### config.mk
export PLATFORM = sky130hd
export DESIGN_NAME = reg_file_wb
export DESIGN_NICKNAME = d
export VERILOG_FILES = /design/src/rtl/reg_file_wb_pkg.sv /design/src/rtl/reg_file_wb_pipe_reg.sv /design/src/rtl/reg_file_wb.sv
export SDC_FILE = /design/constraint.sdc
export NUM_CORES = 1
export LEC_CHECK = 0
export BUFFER_PORTS_ARGS = -buffer_cell sky130_fd_sc_hd__buf_4
export CELL_PAD_IN_SITES_DETAIL_PLACEMENT = 1
export CELL_PAD_IN_SITES_GLOBAL_PLACEMENT = 2
export CORE_UTILIZATION = 49
export CTS_BUF_LIST = sky130_fd_sc_hd__clkbuf_2 sky130_fd_sc_hd__clkbuf_4 sky130_fd_sc_hd__clkbuf_8
export DETAILED_ROUTE_END_ITERATION = 10
export PLACE_DENSITY_LB_ADDON = 0.1
export SYNTH_ARGS = -nofsm -noshare
export SYNTH_HDL_FRONTEND = slang
export SYNTH_HIERARCHICAL = 1
export SYNTH_SLANG_ARGS = --single-unit
### constraint.sdc
create_clock -name CLK -period 4 [get_ports CLK]
set_clock_uncertainty 0.15 [all_clocks]
set_input_delay 0.2 -clock CLK [delete_from_list [all_inputs] [get_ports CLK]]
set_output_delay 0.2 -clock CLK [all_outputs]
set_load 0.02 [all_outputs]
### src/rtl/reg_file_wb_pkg.sv
// Shared definitions for the register file, its write-back stage and the
// neighbouring ALU / control blocks.
package reg_file_wb_pkg;

    // Operand/result width and register address width.
    localparam int DATA_W = 8;
    localparam int ADDR_W = 3;
    localparam int NREGS  = 1 << ADDR_W;

    // Nominal timing of the read path and of the edge-to-array update, in
    // time units. These describe the timing for behavioural models and
    // timing budgets only; the synthesizable logic is zero-delay.
    localparam int READ_DLY  = 2;
    localparam int WRITE_DLY = 1;

    // One captured write-back: a bubble has valid=0.
    typedef struct packed {
        logic              valid;
        logic [ADDR_W-1:0] addr;
        logic [DATA_W-1:0] data;
        logic              zero;
    } wb_entry_t;

    // True when a read of addr must be served from the pending write-back.
    function automatic logic bypass_hit(input wb_entry_t entry,
                                        input logic [ADDR_W-1:0] addr);
        return entry.valid && (entry.addr == addr);
    endfunction

endpackage

### src/rtl/reg_file_wb_pipe_reg.sv
// Write-back capture register: holds the ALU result for one cycle between
// the ALU and the register array. Freezes on stall, clears on reset.
module wb_pipe_reg
    import reg_file_wb_pkg::*;
(
    input  logic      clk,
    input  logic      rst_n,
    input  logic      stall,
    input  wb_entry_t capture,
    output wb_entry_t entry
);

    // Capture a new write (or bubble) every unstalled edge; reset drops it.
    always_ff @(posedge clk or negedge rst_n) begin
        if (!rst_n) begin
            entry <= '0;
        end else if (!stall) begin
            entry <= capture;
        end
    end

endmodule

### src/rtl/reg_file_wb.sv
// 8x8 register file with a one-stage write-back register and read bypass.
// The ALU result is captured first and written into the array one edge
// later; reads that hit the pending write see it through the bypass, so a
// dependent instruction issued right behind its producer reads fresh data.
module reg_file_wb
    import reg_file_wb_pkg::*;
(
    input  logic              CLK,
    input  logic              RESET_N,
    input  logic [DATA_W-1:0] IN,
    input  logic              ZERO_IN,
    input  logic [ADDR_W-1:0] INADDRESS,
    input  logic              WRITEENABLE,
    input  logic              STALL,
    input  logic [ADDR_W-1:0] OUT1ADDRESS,
    input  logic [ADDR_W-1:0] OUT2ADDRESS,
    output logic [DATA_W-1:0] OUT1,
    output logic [DATA_W-1:0] OUT2,
    output logic              ZERO_FLAG,
    output logic              WB_PENDING
);

    wb_entry_t         capture_p0;
    wb_entry_t         wb_p1;
    logic              commit;
    logic [DATA_W-1:0] regs [NREGS];

    // Stage p0: pack the incoming ALU result into a write-back entry.
    always_comb begin
        capture_p0.valid = WRITEENABLE;
        capture_p0.addr  = INADDRESS;
        capture_p0.data  = IN;
        capture_p0.zero  = ZERO_IN;
    end

    wb_pipe_reg u_wb_pipe_reg (
        .clk     (CLK),
        .rst_n   (RESET_N),
        .stall   (STALL),
        .capture (capture_p0),
        .entry   (wb_p1)
    );

    // Stage p1: the older entry retires on the same edge the newer one is
    // captured, so the array always sees writes in program order.
    always_comb begin
        commit = wb_p1.valid && !STALL;
    end

    // Array update from the pending entry; reset clears every register.
    always_ff @(posedge CLK or negedge RESET_N) begin
        if (!RESET_N) begin
            for (int i = 0; i < NREGS; i++) begin
                regs[i] <= '0;
            end
        end else if (commit) begin
            regs[wb_p1.addr] <= wb_p1.data;
        end
    end

    // ZERO of the last committed write; bubbles leave it untouched.
    always_ff @(posedge CLK or negedge RESET_N) begin
        if (!RESET_N) begin
            ZERO_FLAG <= 1'b0;
        end else if (commit) begin
            ZERO_FLAG <= wb_p1.zero;
        end
    end

    // Two independent read ports, each bypassing the pending write on a hit.
    always_comb begin
        OUT1 = bypass_hit(wb_p1, OUT1ADDRESS) ? wb_p1.data : regs[OUT1ADDRESS];
        OUT2 = bypass_hit(wb_p1, OUT2ADDRESS) ? wb_p1.data : regs[OUT2ADDRESS];
    end

    // Pending indicator follows the captured valid bit directly.
    always_comb begin
        WB_PENDING = wb_p1.valid;
    end

endmodule

==> reports/qor.yml, run 1 <==
detailed_routing:
  viasPerCell: 6.08
  num_vias: 2523
  wire_per_inst_um: 24.0
  route.met2.wl_um: 4880
  wl_met3_um: 294
  ant_nets: 0
  wirelength_um: 9970
  drtIter0Drc: 117
  highest_layer: "met4"
  wl_met1_um: 4730
  drtPass1Iterations: 4
  drc: 0
setup_path:
  critPathMaxStageDelay_ns: 0.59
  timing.rr.end: "regs[9]"
  worst-setup-path-type: "register to output pin"
  cp-end-kind: "output pin"
  r2r_start: "u_wb_pipe_reg/entry[12]"
  cp_max_fo: 10
  crit_required_ns: 3.65
  r2r_slack_ns: 1.71
  critPathLaunchType: "register"
  crit_slowest_cell: "nand4_1"
  critPathCapture: "OUT1[5]"
  arrival_ns: 2.35
  startpoint: "u_wb_pipe_reg/entry[9]"
  r2r_cells: 3
  path_cells: "xnor2_1 > nand4_1 > mux2_2 > buf_4"
synthesis:
  syn_area_um2: 4340
  synth_most_common_cell: "mux2_2"
  yosysTopAreaCellShare: 0.450
  synth-edff-count: 0
  synth_seq_cells: 78
  ys_warn_count: 6
  synthTopCellsByCount: "98 x mux2_2, 78 x dfrtp_1, 18 x mux4_1"
  yosysTopAreaCell: "dfrtp_1"
  syn_nets: 286
  synthDistinctLibCells: 20
  synth-main-ff-cell: "dfrtp_1"
  synthTopCellsByArea: "dfrtp_1 45%, mux2_2 25%, mux4_1 11%, mux4_2 7.3%, mux2_4 4.2%"
  yosysSeqAreaShare: 0.450
  avgSynthCellArea_um2: 16.4
  netlist_instances: 264
  synthArstFlopShare: 1.00
power_and_ir_drop:
  ir_drop_mv: 0.255
  power.leakage_nw: 2.16
  pwr-share-comb: 0.355
  p_per_area_nw_per_um2: 600
  power.switching_mw: 0.891
  p_int_mw: 2.08
  finalPower_mw: 2.97
  seq_power_share: 0.437
  clkPwrFrac: 0.208
  swShare: 0.300
cts:
  h-tree-depth: 3
  clk_pin_slew_worst_paths_ns: 0.08
  cts_buffers: 9
  cts_num_sinks: 78
  insertion_delay_ns: 0.35
  cts_resized: 0
  cts_root_buf: "clkbuf_8"
  cts_buffer_depth: 2
  cts_tree: "yes"
die:
  initial_utilization: 0.518
  die_area_um2: 9240
  ioPinCount: 40
  core_um2: 8380
  die_x_um: 96.1
  std_cell_rows: 33
  die_height_um: 96.1
timing:
  finalSetupViolations: 0
  maxSlewViolCount: 0
  fin_crit_ns: 2.70
  tightest_slew_ns: 1.08
  hold_violations: 0
  tns_ns: 0
  maxSlewHeadroom: 0.278
  whs_ns: 0.150
  rsz0062_at_grt: "false"
  max_freq_mhz: 370
  timing.final.crit_share: 0.676
  worst_slack_ns: 1.30
placement:
  dp_cells: 385
  io_buffers: 39
  gp_routability_congestion: 0.706
  placed_cell_area_um2: 4600
  pre_cts_ws_ns: 1.71
  hpwl_um: 6110
layout:
  layout-drive-gt1-share: 0.584
  fin_util: 0.591
  syn_to_final_growth_pct: 14.1
  stdcell_count: 415
  finalInstanceArea_um2: 4950
  nets: 327
  antennaDiodeCount: 0
worst_hold_path:
  holdCritPathClass: "input port to register"
global_routing:
  grt_max_degree: 79
  grt_pass1_wl_um: 15700
  grt_pass1_vias: 2700
  track_usage: 0.244
  overflow: 0
  grt_antenna_before_repair: 0
job:
  max-cap-violations: 0
status:
  outcome: "completed"
## metal layers
layer,GRT usage,vias up
met1,0.347,1357
met3,0.0458,7
met4,0.0684,0
met5,0,-
li1,-,1102
met2,0.385,57
## cells in the final DEF (no fill, tap or decap), types with 2 or more instances in the layout
cell	instances
nor2_1	2
nand3b_1	3
mux2_2	98
xnor2_1	6
nand2_1	2
mux2_4	12
dlygate4sd3_1	14
buf_4	39
clkinvlp_4	3
nor3b_2	2
mux4_2	14
clkbuf_8	11
dfrtp_1	78
nand4_1	2
mux4_1	18
## what timing repair did
| action | 4_1_cts | 5_1_grt |
|---|---|---|
| hold buffers | 14 | 0 |
| setup buffers | 0 | 0 |
| endpoints found under the hold margin | 91 | 0 |
| setup endpoints to repair | 0 | 0 |
## critical path, delay by kind of cell (launching register included)
| family | cells | cell delay [ns] |
|---|---|---|
| AND/OR/NAND/NOR | 1 | 0.59 |
| multiplexers | 1 | 0.52 |
| buffers and inverters | 1 | 0.16 |
| XOR/XNOR | 1 | 0.17 |
| flip-flops | 1 | 0.56 |
## how the worst min path moves through the flow
stage | from | endpoint | slack [ns] | cells past startpoint
6_report | STALL | u_wb_pipe_reg/entry[10] | 0.15 | 2
5_1_grt | STALL | u_wb_pipe_reg/entry[10] | 0.14 | 2
4_1_cts | STALL | u_wb_pipe_reg/entry[10] | 0.14 | 2
3_5_place_dp | IN[0] | u_wb_pipe_reg/entry[1] | 0.28 | 2
3_3_place_gp | RESET_N | regs[14] | 0.28 | 1
2_1_floorplan | RESET_N | ZERO_FLAG | -0.25 | 0
## registers in the layout (all words and copies together) (netlist names)
signal and count:
ZERO_FLAG 1, u_wb_pipe_reg/entry 13, regs 64
## power by group through the flow
stage	sequential (mW)	combinational (mW)	clock [mW]
2_1_floorplan	1.21	0.825	0
4_1_cts	1.30	1.07	0.636
6_report	1.30	1.05	0.619
3_3_place_gp	1.29	1.03	0
5_1_grt	1.35	1.13	0.665
3_5_place_dp	1.31	1.05	0
## area by class of cell
type,count,area (µm²)
Tap cell,105,131
Timing Repair Buffer,53,433
Sequential cell,78,1950
Clock buffer,11,151
Clock inverter,5,57.6
Fill cell,790,3430
Multi-Input combinational cell,163,2220
## cell families (layout without fill, tap and decap cells)
| kind of cell | Yosys count | count (layout) | synth area share |
|---|---|---|---|
| simple gates | 15 | 15 | 0.0231 |
| flops | 78 | 78 | 0.450 |
| xor+xnor | 6 | 6 | 0.0121 |
| mux | 142 | 142 | 0.478 |
| buf+inv | 23 | 69 | 0.0375 |
No activity file was read; power rests on OpenSTA's default activity.
==> run 2: changes to the inputs <==
--- a/config.mk
+++ b/config.mk
@@ -5,10 +5,11 @@
 export SDC_FILE = /design/constraint.sdc
 export NUM_CORES = 1
 export LEC_CHECK = 0
+export ABC_AREA = 1
 export BUFFER_PORTS_ARGS = -buffer_cell sky130_fd_sc_hd__buf_4
 export CELL_PAD_IN_SITES_DETAIL_PLACEMENT = 1
 export CELL_PAD_IN_SITES_GLOBAL_PLACEMENT = 2
-export CORE_UTILIZATION = 49
+export CORE_UTILIZATION = 35
 export CTS_BUF_LIST = sky130_fd_sc_hd__clkbuf_2 sky130_fd_sc_hd__clkbuf_4 sky130_fd_sc_hd__clkbuf_8
 export DETAILED_ROUTE_END_ITERATION = 10
 export PLACE_DENSITY_LB_ADDON = 0.1
==> constraint.sdc (replaced) <==
create_clock -name CLK -period 2.6 [get_ports CLK]
set_clock_uncertainty 0.15 [all_clocks]
set_input_delay 0.13 -clock CLK [delete_from_list [all_inputs] [get_ports CLK]]
set_output_delay 0.13 -clock CLK [all_outputs]
set_load 0.02 [all_outputs]
==> reports/qor.yml, run 2 <==
cts:
  cts_buffers: 9  # unchanged
  cts_tree: "yes"
  insertion_delay_ns: 0.37  # +0.02 ns
  cts_num_sinks: 78  # unchanged
  h-tree-depth: 3  # unchanged
  cts_root_buf: "clkbuf_8"
  cts_resized: 0  # unchanged
  clk_pin_slew_worst_paths_ns: 0.08  # about the same
  cts_buffer_depth: 2  # unchanged
global_routing:
  grt_pass1_vias: 4530  # +68%
  grt_pass1_wl_um: 26700  # +70%
  track_usage: 0.271  # +0.0268
  grt_max_degree: 79  # unchanged
  grt_antenna_before_repair: 0  # unchanged
  overflow: 0  # unchanged
power_and_ir_drop:
  finalPower_mw: 4.22  # +42%
  p_per_area_nw_per_um2: 768  # +28%
  ir_drop_mv: 0.312  # +22%
  power.leakage_nw: 2.82  # +30%
die:
  core_um2: 12700  # +52%
  die_height_um: 117  # +22%
  die_area_um2: 13700  # +48%
  initial_utilization: 0.363  # -0.155
  die_x_um: 117  # +22%
  std_cell_rows: 41  # +24%
  ioPinCount: 40  # unchanged
layout:
  antennaDiodeCount: 0  # unchanged
  fillers: 1675  # +110%
  largest_register: "regs"
  final_common_cell: "nand2_1"
  nets: 748  # +130%
  reg.largest.list: "regs: 64 flops, u_wb_pipe_reg/entry: 13 flops, ZERO_FLAG: 1 flops"
  syn_to_final_growth_pct: 19.1
  largest_register_ffs: 64  # unchanged
  fin_util: 0.432  # -0.158
  finalInstanceArea_um2: 5500  # +11%
  final_cell_mix: "282 x nand2_1, 113 x nand3_1, 78 x dfrtp_1, 74 x inv_1, 46 x buf_4"
  layout-drive-gt1-share: 0.129  # -0.455
synthesis:
  synthTopCellsByArea: "dfrtp_1 42%, nand2_1 23%, nand3_1 12%, inv_1 6.0%, o21ai_0 4.4%"
  syn_nets: 695  # +140%
  avgSynthCellArea_um2: 6.86  # -58%
  yosysTopAreaCell: "dfrtp_1"
  yosysTopAreaCellShare: 0.423  # -0.0271
  synthTopCellsByCount: "282 x nand2_1, 113 x nand3_1, 78 x dfrtp_1"
  netlist_instances: 673  # +150%
  synth_most_common_cell: "nand2_1"
  yosysSeqAreaShare: 0.423  # -0.0271
  synthDistinctLibCells: 22  # +10%
  ys_warn_count: 6  # unchanged
  synthArstFlopShare: 1.00  # unchanged
  synth-edff-count: 0  # unchanged
  syn_area_um2: 4620  # +6.4%
  synth_seq_cells: 78  # unchanged
  synth-main-ff-cell: "dfrtp_1"
worst_hold_path:
  holdCritPathClass: "input port to register"
detailed_routing:
  viasPerCell: 5.10  # -16%
  ant_nets: 0  # unchanged
  wire_per_inst_um: 18.7  # -22%
  num_vias: 4605  # +83%
  drtIter0Drc: 312  # +170%
  drtPass1Iterations: 4  # unchanged
  wirelength_um: 16900  # +70%
  drc: 0  # unchanged
setup_path:
  critPathLaunchType: "register"
  cp_max_fo: 9  # -1
  arrival_ns: 2.00  # -0.35 ns
  crit_required_ns: 2.32  # -1.33 ns
  cp-end-kind: "output pin"
  worst-setup-path-type: "register to output pin"
timing:
  finalSetupViolations: 0  # unchanged
  maxSlewHeadroom: 0.531  # +0.253
  whs_ns: 0.0357  # -0.114 ns
  max_freq_mhz: 438
  hold_violations: 0  # unchanged
  maxSlewViolCount: 0  # unchanged
  tightest_slew_ns: 0.702  # -0.378 ns
  rsz0062_at_grt: "false"
  tns_ns: 0  # unchanged
  fin_crit_ns: 2.28
  timing.final.crit_share: 0.878
placement:
  gp_routability_congestion: 0.945  # +34%
  io_buffers: 39  # unchanged
  hpwl_um: 11600  # +91%
  placed_cell_area_um2: 5010  # +8.9%
status:
  outcome: "completed"
job:
  max-cap-violations: 0  # unchanged
run 2: final timing paths:
check | start | end | slack, ns | depth (start not counted)
max in group asynchronous | RESET_N | regs[16] | 1.74 | 3
min reg2reg | regs[50] | regs[50] | 0.34 | 2
max | u_wb_pipe_reg/entry[11] | OUT1[6] | 0.32 | 9
min in group asynchronous | RESET_N | regs[17] | 0.15 | 3
min | STALL | ZERO_FLAG | 0.04 | 4
max reg2reg | u_wb_pipe_reg/entry[12] | regs[14] | 0.64 | 7
run 2: final cells by class:
class	count	area (µm²)	area share
Timing Repair Buffer	74	636	0.116
Sequential cell	78	1950	0.355
Inverter	85	327	0.0594
Clock inverter	5	82.6	0.0150
Clock buffer	11	139	0.0253
Multi-Input combinational cell	478	2150	0.391
Tap cell	172	215	0.0391
run 2: kinds of logic after synthesis:
family          share of synthesized area
simple gates                        0.386
buf+inv                             0.112
flops                               0.423
compound gates                     0.0791
run 2: timing repair:
action | CTS | global route
hold buffers | 27 | 0
endpoints found under the hold margin | 91 | 0
setup buffers | 0 | 0
run 2: through the flow:
step,std cells,setup WS (ns)
6_report,903,0.316
3_5_place_dp,860,0.610
4_1_cts,903,0.281
2_1_floorplan,673,0.938
3_3_place_gp,860,0.641
5_1_grt,903,0.123
run 2: power breakdown:
group          internal (mW)  switching (mW)  leakage, nW  total [mW]
clock                  0.566           0.489        0.115        1.06
sequential              1.55           0.202        0.966        1.76
combinational          0.494           0.917         1.74        1.41
total                   2.61            1.61         2.82        4.22
run 2: routing by layer:
metal | vias up | GRT usage | share of wire
met2 | 133 | 0.392 | 0.43
met5 | - | 0 | 0
met3 | 23 | 0.0371 | 0.058
met1 | 2242 | 0.411 | 0.49
met4 | 0 | 0.0928 | 0.022
li1 | 2207 | - | -
run 2: critical path: stages (launching register included):
cell and delay [ns]:
dfrtp_1 0.61, inv_4 0.11, nand2_1 0.08, nand2_1 0.06, nor2_2 0.12, nand2_2 0.17, clkinv_2 0.17, nand2_1 0.07
nand2_1 0.10, buf_4 0.14
==> run 3: changes to the inputs <==
--- a/config.mk
+++ b/config.mk
@@ -9,7 +9,7 @@
 export BUFFER_PORTS_ARGS = -buffer_cell sky130_fd_sc_hd__buf_4
 export CELL_PAD_IN_SITES_DETAIL_PLACEMENT = 1
 export CELL_PAD_IN_SITES_GLOBAL_PLACEMENT = 2
-export CORE_UTILIZATION = 35
+export CORE_UTILIZATION = 31
 export CTS_BUF_LIST = sky130_fd_sc_hd__clkbuf_2 sky130_fd_sc_hd__clkbuf_4 sky130_fd_sc_hd__clkbuf_8
 export DETAILED_ROUTE_END_ITERATION = 10
 export PLACE_DENSITY_LB_ADDON = 0.1
==> constraint.sdc (replaced) <==
create_clock -name CLK -period 1.9 [get_ports CLK]
set_clock_uncertainty 0.15 [all_clocks]
set_input_delay 0.095 -clock CLK [delete_from_list [all_inputs] [get_ports CLK]]
set_output_delay 0.095 -clock CLK [all_outputs]
set_load 0.02 [all_outputs]
==> reports/qor.yml, run 3 (synthesis results as in run 2) <==
power_and_ir_drop:
  finalPower_mw: 5.94  # +41%
  power.leakage_nw: 2.99  # +6.1%
  p_per_area_nw_per_um2: 1010  # +31%
  ir_drop_mv: 0.423  # +35%
die:
  core_um2: 14500  # +14%
  std_cell_rows: 44  # +7.3%
  ioPinCount: 40  # unchanged
  die_area_um2: 15400  # +13%
  initial_utilization: 0.318  # -0.0452
  die_x_um: 124  # +6.1%
  die_height_um: 124  # +6.1%
placement:
  dp_cells: 889  # +3.4%
  io_buffers: 39  # unchanged
  gp_routability_congestion: 0.871  # -7.8%
  hpwl_um: 12400  # +6.3%
  pre_cts_ws_ns: 0.155  # -0.455 ns
  placed_cell_area_um2: 5150  # +2.8%
job:
  max-cap-violations: 0  # unchanged
cts:
  cts_buffer_depth: 2  # unchanged
  h-tree-depth: 3  # unchanged
  cts_tree: "yes"
  clk_pin_slew_worst_paths_ns: 0.09  # about the same
  cts_num_sinks: 78  # unchanged
  insertion_delay_ns: 0.37  # about the same
  cts_root_buf: "clkbuf_8"
  cts_buffers: 9  # unchanged
layout:
  reg.largest.list: "regs: 64 flops, u_wb_pipe_reg/entry: 13 flops, ZERO_FLAG: 1 flops"
  largest_register: "regs"
  finalInstanceArea_um2: 5900  # +7.3%
  syn_to_final_growth_pct: 27.8
  stdcell_count: 938  # +3.9%
  final_cell_mix: "264 x nand2_1, 106 x nand3_1, 75 x dfrtp_1, 74 x inv_1, 52 x buf_4"
  layout-drive-gt1-share: 0.195  # +0.0664
  antennaDiodeCount: 0  # unchanged
  final_common_cell: "nand2_1"
  largest_register_ffs: 64  # unchanged
  nets: 771  # +3.1%
global_routing:
  grt_pass1_vias: 4733  # +4.5%
  overflow: 0  # unchanged
  grt_max_degree: 34  # -57%
  track_usage: 0.249  # -0.0219
  grt_antenna_before_repair: 0  # unchanged
  grt_pass1_wl_um: 27600  # +3.7%
setup_path:
  cp_max_fo: 6  # -3
  worst-setup-path-type: "register to output pin"
  critPathLaunchType: "register"
  cp-end-kind: "output pin"
  arrival_ns: 1.64  # -0.36 ns
  crit_required_ns: 1.65  # -0.67 ns
timing:
  finalSetupViolations: 0  # unchanged
  hold_violations: 0  # unchanged
  fin_crit_ns: 1.89
  maxSlewViolCount: 0  # unchanged
  tns_ns: 0  # unchanged
  worst_slack_ns: 0.0140  # -0.302 ns
  maxSlewHeadroom: 0.683  # +0.152
  rsz0062_at_grt: "true"
  tightest_slew_ns: 0.476  # -0.226 ns
  timing.final.crit_share: 0.993
  max_freq_mhz: 530
detailed_routing:
  drtPass1Iterations: 4  # unchanged
  num_vias: 4627  # +0.48%
  viasPerCell: 4.93  # -3.3%
  ant_nets: 0  # unchanged
  drtIter0Drc: 286  # -8.3%
  wire_per_inst_um: 18.9  # +0.85%
  wirelength_um: 17700  # +4.8%
  drc: 0  # unchanged
status:
  outcome: "completed"
worst_hold_path:
  holdCritPathClass: "input port to asynchronous set/reset pin"
-- run 3: cell count changes in the layout (fill, tap and decap cells not counted), sizes merged --
cell and delta:
buf +22, clkbuf -1, clkinv -1, clkinvlp +1, inv +1, nand2 +1
-- run 3: final cells by class --
cell class              count  area (µm²)
clock buffers              10         138
clock inverters             6        93.8
fillers                  1844        8630
inverters                  85         344
multi-input cells         479        2280
flip-flops and latches     78        1960
well taps                 184         230
repair buffers             96         861
-- run 3: metrics by stage --
step                      hold WS [ns]  utilization
final                           0.0116        0.406
after global routing            0.0471        0.406
after CTS                      0.00933        0.400
after detailed placement        -0.122        0.354
after global placement          -0.127        0.354
after floorplan                 -0.351            -
-- run 3: report_power, final --
| group | switching, mW | internal (mW) |
|---|---|---|
| Combinational | 1.27 | 0.775 |
| Sequential | 0.285 | 2.13 |
| Clock | 0.702 | 0.785 |
| Total | 2.26 | 3.69 |
-- run 3: final timing paths --
check / depth (start not counted) / slack, ns / end / startpoint
setup reg to reg: 5 / 0.20 / regs[61] / u_wb_pipe_reg/entry[9]
min in group CLK: 5 / 0.11 / ZERO_FLAG / STALL
hold / removal: 2 / 0.01 / regs[2] / RESET_N
hold reg to reg: 2 / 0.34 / regs[15] / regs[15]
setup / recovery: 9 / 0.01 / OUT1[6] / u_wb_pipe_reg/entry[10]
max in group asynchronous: 3 / 0.95 / regs[62] / RESET_N
-- run 3: per-layer routing --
| layer | share of wire | up-vias | GRT usage |
|---|---|---|---|
| met5 | 0 | - | 0 |
| met4 | 0.0081 | 0 | 0.0625 |
| met3 | 0.046 | 11 | 0.0412 |
| met2 | 0.46 | 95 | 0.390 |
| met1 | 0.48 | 2262 | 0.354 |
| li1 | - | 2259 | - |
-- run 3: timing repair --
action                                  in CTS  in global routing
hold buffers                                27                  0
pin swaps                                   17                 20
gates cloned                                 1                  0
hold endpoints to repair                    91                  0
endpoints found under the setup margin      16                 23
resized for setup                           35                 22
buffers inserted                             3                  2
-- run 3: worst max-delay path, cell delays in order, from the launching register on --
cell	delay, ns
dfrtp_2	0.45
inv_4	0.08
nand2_2	0.05
nand2_2	0.08
nor2_4	0.04
nand2_4	0.14
buf_6	0.15
nand3_2	0.08
nand2_2	0.07
buf_6	0.11
